--- src/rtl/edid_ddc_ctrl.sv ---
// edid_ddc_ctrl: DDC/E-DDC sequencer between a byte-level I2C slave PHY and the EDID RAM.
// Define EDID_DDC_WRITE_EN to let the host write EDID bytes after setting the offset.
module edid_ddc_ctrl #(
  parameter logic [6:0] DEV_ADDR     = 7'h50,
  parameter logic [6:0] SEG_ADDR     = 7'h30,
  parameter logic [7:0] RD_IDLE_BYTE = 8'hFF
) (
  input  logic        clk,
  input  logic        rst_n,
  input  logic        ev_start,
  input  logic        ev_stop,
  input  logic        rx_valid,
  input  logic [7:0]  rx_data,
  output logic        ack_valid,
  output logic        ack,
  input  logic        tx_req,
  output logic        tx_valid,
  output logic [7:0]  tx_data,
  output logic [14:0] ram_raddr,
  input  logic [7:0]  ram_rdata,
  output logic        ram_we,
  output logic [14:0] ram_waddr,
  output logic [7:0]  ram_wdata,
  output logic        busy,
  output logic [6:0]  seg_ptr
);
  typedef enum logic [2:0] {IDLE, ADDR, SEG, OFS, WDATA, RD, IGNORE, IGNORE_ACK} state_t;
  state_t state, state_d;
  logic [7:0] ofs_ptr, ofs_d;
  logic [6:0] seg_d;
  logic       ack_d, rx_ok, tx_ok, rd1, rd1_real;
  assign ram_raddr = {seg_ptr, ofs_ptr};
  assign busy = state != IDLE;
  assign rx_ok = rx_valid && !ev_stop && !ev_start && state != IDLE;
  // one read in flight at a time; requests overlapping it are dropped
  assign tx_ok = tx_req && !ev_stop && !ev_start && !rd1 && !tx_valid;
`ifdef EDID_DDC_WRITE_EN
  logic we_d;
`endif
  always_comb begin
    state_d = state;
    seg_d = seg_ptr;
    ofs_d = ofs_ptr;
    ack_d = 1'b0;
`ifdef EDID_DDC_WRITE_EN
    we_d = 1'b0;
`endif
    if (ev_stop) begin
      state_d = IDLE;
      seg_d = '0;
    end else if (ev_start) begin
      state_d = ADDR;
    end else begin
      if (rx_ok)
        case (state)
          ADDR: begin
            ack_d = rx_data == {SEG_ADDR, 1'b0} || rx_data[7:1] == DEV_ADDR;
            state_d = rx_data == {SEG_ADDR, 1'b0} ? SEG :
                      rx_data == {DEV_ADDR, 1'b0} ? OFS :
                      rx_data == {DEV_ADDR, 1'b1} ? RD : IGNORE;
          end
          SEG: begin
            seg_d = rx_data[6:0];
            ack_d = 1'b1;
            state_d = IGNORE_ACK;
          end
          OFS: begin
            ofs_d = rx_data;
            ack_d = 1'b1;
            state_d = WDATA;
          end
          WDATA: begin
`ifdef EDID_DDC_WRITE_EN
            ack_d = 1'b1;
            we_d = 1'b1;
            ofs_d = ofs_ptr + 8'd1;
`else
            state_d = IGNORE;
`endif
          end
          default: ;
        endcase
      if (tx_ok && state == RD) ofs_d = ofs_ptr + 8'd1;
    end
  end
  always_ff @(posedge clk or negedge rst_n)
    if (!rst_n) begin
      state <= IDLE;
      seg_ptr <= '0;
      ofs_ptr <= '0;
      ack_valid <= 1'b0;
      ack <= 1'b0;
      rd1 <= 1'b0;
      rd1_real <= 1'b0;
      tx_valid <= 1'b0;
      tx_data <= '0;
    end else begin
      state <= state_d;
      seg_ptr <= seg_d;
      ofs_ptr <= ofs_d;
      ack_valid <= rx_ok;
      ack <= ack_d;
      rd1 <= tx_ok;
      rd1_real <= tx_ok && state == RD;
      tx_valid <= rd1;
      if (rd1) tx_data <= rd1_real ? ram_rdata : RD_IDLE_BYTE;
    end
`ifdef EDID_DDC_WRITE_EN
  always_ff @(posedge clk or negedge rst_n)
    if (!rst_n) begin
      ram_we <= 1'b0;
      ram_waddr <= '0;
      ram_wdata <= '0;
    end else begin
      ram_we <= we_d;
      if (we_d) begin
        ram_waddr <= {seg_ptr, ofs_ptr};
        ram_wdata <= rx_data;
      end
    end
`else
  assign ram_we = 1'b0;
  assign ram_waddr = '0;
  assign ram_wdata = '0;
`endif
endmodule

--- config.mk ---
export PLATFORM = sky130hd
export DESIGN_NAME = edid_ddc_ctrl
export DESIGN_NICKNAME = d
export VERILOG_FILES = /design/src/rtl/edid_ddc_ctrl.sv
export SDC_FILE = /design/constraint.sdc
export NUM_CORES = 1
export LEC_CHECK = 0
export BUFFER_PORTS_ARGS = -buffer_cell sky130_fd_sc_hd__buf_4
export CORE_MARGIN = 2
export CORE_UTILIZATION = 50
export CTS_BUF_LIST = sky130_fd_sc_hd__clkbuf_16
export CTS_CLUSTER_SIZE = 14
export DETAILED_ROUTE_END_ITERATION = 10
export PLACE_DENSITY = 0.85
export SLEW_MARGIN = 20
export SYNTH_ARGS = -nofsm -noshare
export SYNTH_HDL_FRONTEND = slang
export SYNTH_SLANG_ARGS = --single-unit
--- constraint.sdc ---
create_clock -name clk -period 4.34 [get_ports clk]
set_input_delay 0.217 -clock clk [delete_from_list [all_inputs] [get_ports clk]]
set_output_delay 0.217 -clock clk [all_outputs]
set_load 0.02 [all_outputs]
==> impl_metrics.toml, run 1 <==
[run_status]
status = "finished clean"

[synth]
synth_top_area_share_pct = 45.3
synth_commonest_cells = "buf_4 (31), dfrtp_1 (31), o21ai_0 (11), nor2_1 (10), inv_1 (9)"
avgSynthCellArea_sq_um = 9.97
syn_area_sq_um = 1710
ys_ff_latch = 31
ys_seq_area_share_pct = 45.3
yosysTopAreaCell = "dfrtp_1"
yosysWarnings = 0
synth_cell_types = 43
synth-async-reset-ratio_pct = 100
syn_inst = 172
synth_edf_count = 0
synth_top_flop_cell = "dfrtp_1"
synth_area_leaders = "dfrtp_1 (45%), buf_4 (14%), o22a_1 (3.6%)"

[floorplanning]
die_w_um = 62.6
io_pins = 80
die_h_um = 62.6
start_util_pct = 51.8
dieArea_sq_um = 3910
rows = 21
coreArea_sq_um = 3310

[timing]
slew_viol_final = 0
setup_viol = 0
max_clock_freq_mhz = 398
slew_headroom_pct = 60.9
skew_ns = 0.00760
fin_crit_sh_pct = 57.9
final.setup.tns_ns = 0
hold_slack_ns = 0.148
min_period_ns = 2.51
rsz0062_at_grt = "false"
worstMarginPinSlew_ns = 0.579
hold_viol = 0

[global_route]
grt_pass1_vias = 1369
grt_pass1_wl_mm = 6.23
overflow = 0
antenna_found_initial = 0
grt_max_degree = 32
grtUsageTotal_pct = 20.6

[clock_tree]
clk_pin_slew_ns = 0.05
cts_sinks = 31
cts_tree = "built"
clock_path_buffers = 2
numCtsBuffers = 5
clkLatencyLatePin_ns = 0.28
cts_root_buf = "clkbuf_16"
hold_buffers = 1
htreeDepth = 2
cts.repair.resized = 0
postCtsSetupBuffers = 0

[pwr]
p_per_area_nw_per_um2 = 341
totalPowerFinal_mw = 0.728
peakVddDrop_mv = 0.209
leakagePower_nw = 1.04

[worst_setup_path]
worst_ep_arrival_time_ns = 2.67
crit_type = "flop to flop"
end_kind = "flop"
critical_path.max_fanout = 12
critPathLaunchType = "flop"
required_ns = 4.50

[drt]
ant_nets = 0
wl_mm = 3.67
drcViolationCount = 0
avgRoutedWirePerCell_um = 13.9
vias = 1351
vias_per_cell = 5.10
detailedRoute.firstIterationViolations = 75
first_pass_iters = 4

[run]
cap_violations = 0

[placement]
gp_congestion = 0.882
port_buffers = 55
hpwl_mm = 2.70

[cells_and_area]
final_net_count = 242
area_growth_pct = 24.5
regArea_sq_um = 776
multiInputGateArea_sq_um = 701
insertedDiodeCount = 0
layout-drive-gt1-share_pct = 30.1
final_core_util_pct = 64.4
fill_cells = 285

[min_path]
worstHoldPathType = "primary input to flop"
==> layout by cell type (no fill, tap or decap), types with 2 or more instances in the layout <==
cell / count
a221o_1: 2
o31ai_1: 2
nand2_1: 3
buf_4: 55
nor2b_1: 2
and3_1: 7
conb_1: 24
o22a_1: 7
mux2_2: 2
a31oi_1: 2
nor2_1: 10
nor3_1: 2
inv_1: 9
nor3b_1: 2
a21oi_1: 2
nand3_1: 5
dfrtp_1: 31
mux2i_1: 2
nand3b_1: 8
clkbuf_16: 5
nand2b_1: 4
o21ai_0: 11
==> cells by family after synthesis <==
kind of cell               Yosys count  synth area share (%)
AOI/OAI and AO/OA                   36                  15.2
adders and majority gates            1                 0.730
buffers and inverters               49                  18.9
DFF                                 31                  45.3
muxes                                4                  2.48
other                                1                 0.219
and+or+nand+nor                     50                  17.2
==> area by class of cell <==
type / count / area share, %
Sequential cell: 31 / 36.4
Clock buffer: 5 / 5.87
Inverter: 10 / 1.99
Timing Repair Buffer: 56 / 19.8
Multi-Input combinational cell: 115 / 32.8
Clock inverter: 2 / 0.411
Tap cell: 46 / 2.70
==> worst max-delay path: stages, from the launching register on <==
cell and delay, ns:
dfrtp_1 0.47, or4b_1 0.58, or4_1 0.57, clkinv_4 0.16, mux2_2 0.34, o221a_2 0.25
==> per-layer routing <==
metal	GRT usage (%)	share of wire [%]	vias to the layer above	wire length [um]
met4	9.72	1.9	0	68
met3	7.03	6.4	7	235
met2	35.1	50	52	1850
li1	-	-	649	-
met1	23.2	41	643	1520
met5	0	0	-	0
==> stage by stage <==
stage | instance area, sq um | cells | setup WS [ns]
after floorplan | 1800 | 195 | 2.19
after global placement | 1990 | 257 | 1.93
after detailed placement | 1990 | 257 | 1.88
after CTS | 2130 | 265 | 1.85
after global routing | 2130 | 265 | 1.75
final | 2130 | 265 | 1.83
==> worst paths after layout <==
path,startpoint,endpoint,slack (ns),cells past startpoint
setup / recovery,state[1],ofs_ptr[7],1.83,5
hold / removal,ram_rdata[3],tx_data[3],0.15,2
setup reg to reg,state[1],ofs_ptr[7],1.83,5
hold reg to reg,rd1_real,tx_data[6],0.48,1
max in group asynchronous,rst_n,ofs_ptr[2],3.64,2
min in group asynchronous,rst_n,state[0],0.41,2
==> where the power goes <==
group / switching, mW / leakage [nW] / internal (mW) / total [mW]
Clock: 0.118 / 0.0671 / 0.205 / 0.324
Sequential: 0.0122 / 0.382 / 0.299 / 0.311
Combinational: 0.0563 / 0.593 / 0.0364 / 0.0927
Total: 0.187 / 1.04 / 0.541 / 0.728
==> sequential cells by signal, summed over array words and instances, names as in the netlist <==
name       cells
ack            1
ack_valid      1
ofs_ptr        8
rd1            1
rd1_real       1
seg_ptr        7
state          3
tx_data        8
tx_valid       1
Note: power is estimated with default switching activity, not from simulation.
==> inputs of run 2 (changes only) <==
--- a/config.mk
+++ b/config.mk
@@ -7,11 +7,11 @@
 export LEC_CHECK = 0
 export BUFFER_PORTS_ARGS = -buffer_cell sky130_fd_sc_hd__buf_4
 export CORE_MARGIN = 2
-export CORE_UTILIZATION = 50
+export CORE_UTILIZATION = 42
 export CTS_BUF_LIST = sky130_fd_sc_hd__clkbuf_16
 export CTS_CLUSTER_SIZE = 14
 export DETAILED_ROUTE_END_ITERATION = 10
-export PLACE_DENSITY = 0.85
+export PLACE_DENSITY = 0.76
 export SLEW_MARGIN = 20
 export SYNTH_ARGS = -nofsm -noshare
 export SYNTH_HDL_FRONTEND = slang
==> constraint.sdc (replaced) <==
create_clock -name clk -period 2.3 [get_ports clk]
set_input_delay 0.115 -clock clk [delete_from_list [all_inputs] [get_ports clk]]
set_output_delay 0.115 -clock clk [all_outputs]
set_load 0.02 [all_outputs]
==> run 2 against run 1 <==
Clock skew fell by 0.0011 ns. Critical path depth stayed put. Clock-buffer cell count unchanged. First-iteration DRC count shrank 20%. Critical endpoint unchanged. Final area rose by 2.7%. Critical path type unchanged.
==> impl_metrics.toml, run 2 (synthesis gave the netlist of run 1 again) <==
[cells_and_area]
layout-drive-gt1-share_pct = 32.3
final_cell_count_no_fill = 276
area_growth_pct = 27.8
fill_cells = 370
reg_top3 = "ofs_ptr x8, tx_data x8, seg_ptr x7"
insertedDiodeCount = 0
final_net_count = 249
mostFrequentLayoutCells = "buf_4 (62), dfrtp_1 (31), conb_1 (24)"
layout_commonest_cell = "buf_4"

[clock_tree]
numCtsBuffers = 5
cts_tree = "built"
clock_path_buffers = 2
htreeDepth = 2
cts_root_buf = "clkbuf_16"
clk_pin_slew_ns = 0.05
clkLatencyLatePin_ns = 0.28
cts_sinks = 31

[placement]
dp_cells = 268
port_buffers = 55
gp_congestion = 0.782
hpwl_mm = 2.73

[worst_setup_path]
r2r_start = "state[1]"
worst_ep_arrival_time_ns = 2.36
end_kind = "flop"
critical_path.max_fanout = 7
critPathLaunchType = "flop"
critPathLaunch = "state[1]"
required_ns = 2.46
crit_type = "flop to flop"

[min_path]
worstHoldPathType = "primary input to flop"
worstHoldStart = "ram_rdata[4]"

[timing]
slew_viol_final = 0
hold_viol = 0
setup_viol = 0
hold_slack_ns = 0.0507
fin_crit_sh_pct = 95.8
rsz0062_at_grt = "false"
skew_ns = 0.00652
final.setup.tns_ns = 0
max_clock_freq_mhz = 454
min_period_ns = 2.20

[global_route]
antenna_found_initial = 0
grt_pass1_vias = 1249
grt_pass1_wl_mm = 5.68
grt_max_degree = 32
overflow = 0
grtUsageTotal_pct = 16.9

[drt]
vias_per_cell = 4.99
avgRoutedWirePerCell_um = 13.2
wl_mm = 3.66
first_pass_iters = 4
detailedRoute.firstIterationViolations = 60
vias = 1376
ant_nets = 0
drcViolationCount = 0

[run]
cap_violations = 0

[floorplanning]
start_util_pct = 43.2
die_w_um = 67.9
coreArea_sq_um = 3970
rows = 23
io_pins = 80
die_h_um = 67.9
dieArea_sq_um = 4610

[pwr]
leakagePower_nw = 1.08
p_per_area_nw_per_um2 = 626
peakVddDrop_mv = 0.350

[run_status]
status = "finished clean"
==> run 2: final cells by class <==
| type | instances | area (sq um) | share of cell area [%] |
|---|---|---|---|
| Sequential cell | 31 | 776 | 35.4 |
| Multi-Input combinational cell | 115 | 701 | 32.0 |
| Timing Repair Buffer | 63 | 475 | 21.7 |
| Clock buffer | 5 | 125 | 5.71 |
| Tap cell | 50 | 62.6 | 2.86 |
| Inverter | 10 | 42.5 | 1.94 |
| Clock inverter | 2 | 8.76 | 0.400 |
==> run 2: power by group <==
group          switching [mW]  internal, mW
Sequential             0.0185         0.564
Combinational           0.111        0.0727
Clock                   0.218         0.387
==> run 2: timing repair <==
action / CTS / global route
hold buffers: 1 / 0
buffers inserted: 0 / 0
endpoints found under the hold margin: 31 / 0
gates resized for setup: 0 / 0
==> run 2: path summary, 6_finish.rpt <==
path                                   end  slack [ns]  cells past startpoint
worst max-delay path            ofs_ptr[7]         0.1                      5
worst min-delay path            tx_data[4]        0.05                      2
worst max register to register  ofs_ptr[7]         0.1                      5
worst min register to register  tx_data[1]        0.50                      1
max in group asynchronous       seg_ptr[1]        1.71                      2
min in group asynchronous       seg_ptr[0]        0.31                      2
==> run 2: metal layers <==
metal	track usage, %	up-vias	wire length [um]
met5	0	-	0
met4	9.75	0	81
met3	4.11	7	271
met2	26.1	49	1710
met1	21.7	653	1590
li1	-	667	-
==> run 2: per-stage QoR <==
step	setup slack, ns	instance area [sq um]	utilization [%]	total power, mW
after floorplan	0.152	1800	-	0.718
after global placement	0.155	2050	51.5	0.773
after detailed placement	0.117	2050	51.5	0.775
after CTS	0.0898	2190	55.2	1.39
after global routing	0.0179	2190	55.2	1.42
final	0.0956	2190	55.2	1.37
==> run 2: worst max-delay path, cell delays in order (launching register included) <==
cell and delay [ns]:
dfrtp_1 0.37, or4b_1 0.53, or4_1 0.50, clkinv_4 0.11
mux2_2 0.33, o221a_2 0.25
==> inputs of run 3 (changes only) <==
--- a/config.mk
+++ b/config.mk
@@ -6,12 +6,14 @@
 export NUM_CORES = 1
 export LEC_CHECK = 0
 export BUFFER_PORTS_ARGS = -buffer_cell sky130_fd_sc_hd__buf_4
+export CELL_PAD_IN_SITES_DETAIL_PLACEMENT = 1
+export CELL_PAD_IN_SITES_GLOBAL_PLACEMENT = 1
 export CORE_MARGIN = 2
-export CORE_UTILIZATION = 42
+export CORE_UTILIZATION = 30
 export CTS_BUF_LIST = sky130_fd_sc_hd__clkbuf_16
 export CTS_CLUSTER_SIZE = 14
 export DETAILED_ROUTE_END_ITERATION = 10
-export PLACE_DENSITY = 0.76
+export PLACE_DENSITY_LB_ADDON = 0.1
 export SLEW_MARGIN = 20
 export SYNTH_ARGS = -nofsm -noshare
 export SYNTH_HDL_FRONTEND = slang
==> run 3 against run 2 <==
Combinational power grew 2%. Hold slack gained 0.0065 ns. Flip-flop and latch count is the same. Sequential power is essentially flat. Via count grew 0.51%. Clock power is essentially flat. Total power grew 0.24%. Final area grew 2.5%. Clock-buffer cell count is the same. Critical path depth grew 1. Die area grew 37%.
==> impl_metrics.toml, run 3 (synthesis gave the netlist of run 1 again) <==
[cells_and_area]
final_net_count = 250
area_growth_pct = 31.0
layout-drive-gt1-share_pct = 32.9
fill_cells = 652
reg_top3 = "ofs_ptr x8, tx_data x8, seg_ptr x7"
stdcell_area_sq_um = 2250
insertedDiodeCount = 0
final_cell_count_no_fill = 300
mostFrequentLayoutCells = "buf_4 (62), dfrtp_1 (31), conb_1 (24)"
layout_commonest_cell = "buf_4"

[min_path]
min_path_cells = 2
holdPathEnd = "tx_data[5]"
worstHoldStart = "ram_rdata[5]"
worstHoldPathType = "primary input to flop"

[floorplanning]
die_w_um = 79.6
coreArea_sq_um = 5510
start_util_pct = 31.1
dieArea_sq_um = 6330
io_pins = 80
die_h_um = 79.6
rows = 27

[clock_tree]
cts_sinks = 31
clkLatencyLatePin_ns = 0.27
cts_tree = "built"
postCtsSetupBuffers = 0
numCtsBuffers = 5
cts_root_buf = "clkbuf_16"
clk_pin_slew_ns = 0.05
htreeDepth = 2
clock_path_buffers = 2

[placement]
dp_cells = 291
port_buffers = 55
gp_congestion = 0.715
hpwl_mm = 3.35
placed_cell_area_sq_um = 2090

[global_route]
grt_max_degree = 32
antenna_found_initial = 0
grtUsageTotal_pct = 14.8
grt_pass1_wl_mm = 7.24
overflow = 0
grt_pass1_vias = 1425

[pwr]
peakVddDrop_mv = 0.241
p_per_area_nw_per_um2 = 612
leakagePower_nw = 1.10

[timing]
hold_slack_ns = 0.0572
setup_viol = 0
rsz0062_at_grt = "false"
min_period_ns = 2.21
max_clock_freq_mhz = 453
hold_viol = 0
slew_viol_final = 0
fin_crit_sh_pct = 96.0
skew_ns = 0.00340
final.setup.tns_ns = 0

[worst_setup_path]
critPathLaunchType = "flop"
r2r_start = "state[1]"
worst_ep_arrival_time_ns = 2.39
critPathLaunch = "state[1]"
end_kind = "flop"
critical_path.max_fanout = 11
crit_type = "flop to flop"
ff2ff_setup_slack_ns = 0.09
reg2reg_to = "ofs_ptr[3]"
required_ns = 2.48
reg2reg_depth = 6

[drt]
wl_mm = 4.37
vias = 1383
detailedRoute.firstIterationViolations = 54
first_pass_iters = 4
drcViolationCount = 0
ant_nets = 0
avgRoutedWirePerCell_um = 14.6
vias_per_cell = 4.61

[run_status]
status = "finished clean"

[run]
cap_violations = 0
[run 3: worst max path at each step]
stage,end,slack [ns],cells after the start
floorplan,ofs_ptr[7],0.15,6
global placement,ofs_ptr[7],0.14,5
detailed placement,ofs_ptr[3],0.07,6
CTS,ofs_ptr[3],0.05,6
global route,ofs_ptr[3],0.02,6
finish,ofs_ptr[3],0.09,6
[run 3: power by group]
group	internal (mW)	switching, mW
logic	0.0727	0.115
registers	0.564	0.0189
clock network	0.390	0.214
total	1.03	0.349
[run 3: timing repair]
action | CTS | global route
endpoints found under the hold margin | 31 | 0
gates resized for setup | 0 | 1
endpoints found under the setup margin | 0 | 1
hold buffers | 1 | 0
[run 3: metal layers]
layer	global-route usage, %	part of all wire [%]	vias to the layer above
met2	24.5	48	48
met3	4.52	6.0	5
met4	4.14	0.94	0
met1	18.8	45	668
met5	0	0	-
li1	-	-	662
[run 3: layout make-up]
class | instances | area, sq um | area share, %
Clock buffer | 5 | 125 | 5.57
Clock inverter | 3 | 12.5 | 0.557
Inverter | 10 | 42.5 | 1.89
Multi-Input combinational cell | 115 | 704 | 31.4
Sequential cell | 31 | 776 | 34.5
Tap cell | 72 | 90.1 | 4.01
Timing Repair Buffer | 64 | 495 | 22.1
[run 3: worst max-delay path, cell delays in order (launching register included)]
cell and delay (ns):
dfrtp_1 0.37, or4b_1 0.58, or4_4 0.48, clkinv_4 0.08, buf_12 0.12, mux2_2 0.32
o21ai_0 0.17
[run 3: stage by stage]
step	setup WS (ns)	util, %	power, mW
3_5_place_dp	0.0690	38.0	0.779
2_1_floorplan	0.152	-	0.718
5_1_grt	0.0247	40.8	1.45
6_report	0.0928	40.8	1.38
4_1_cts	0.0450	40.7	1.40
3_3_place_gp	0.142	38.0	0.775
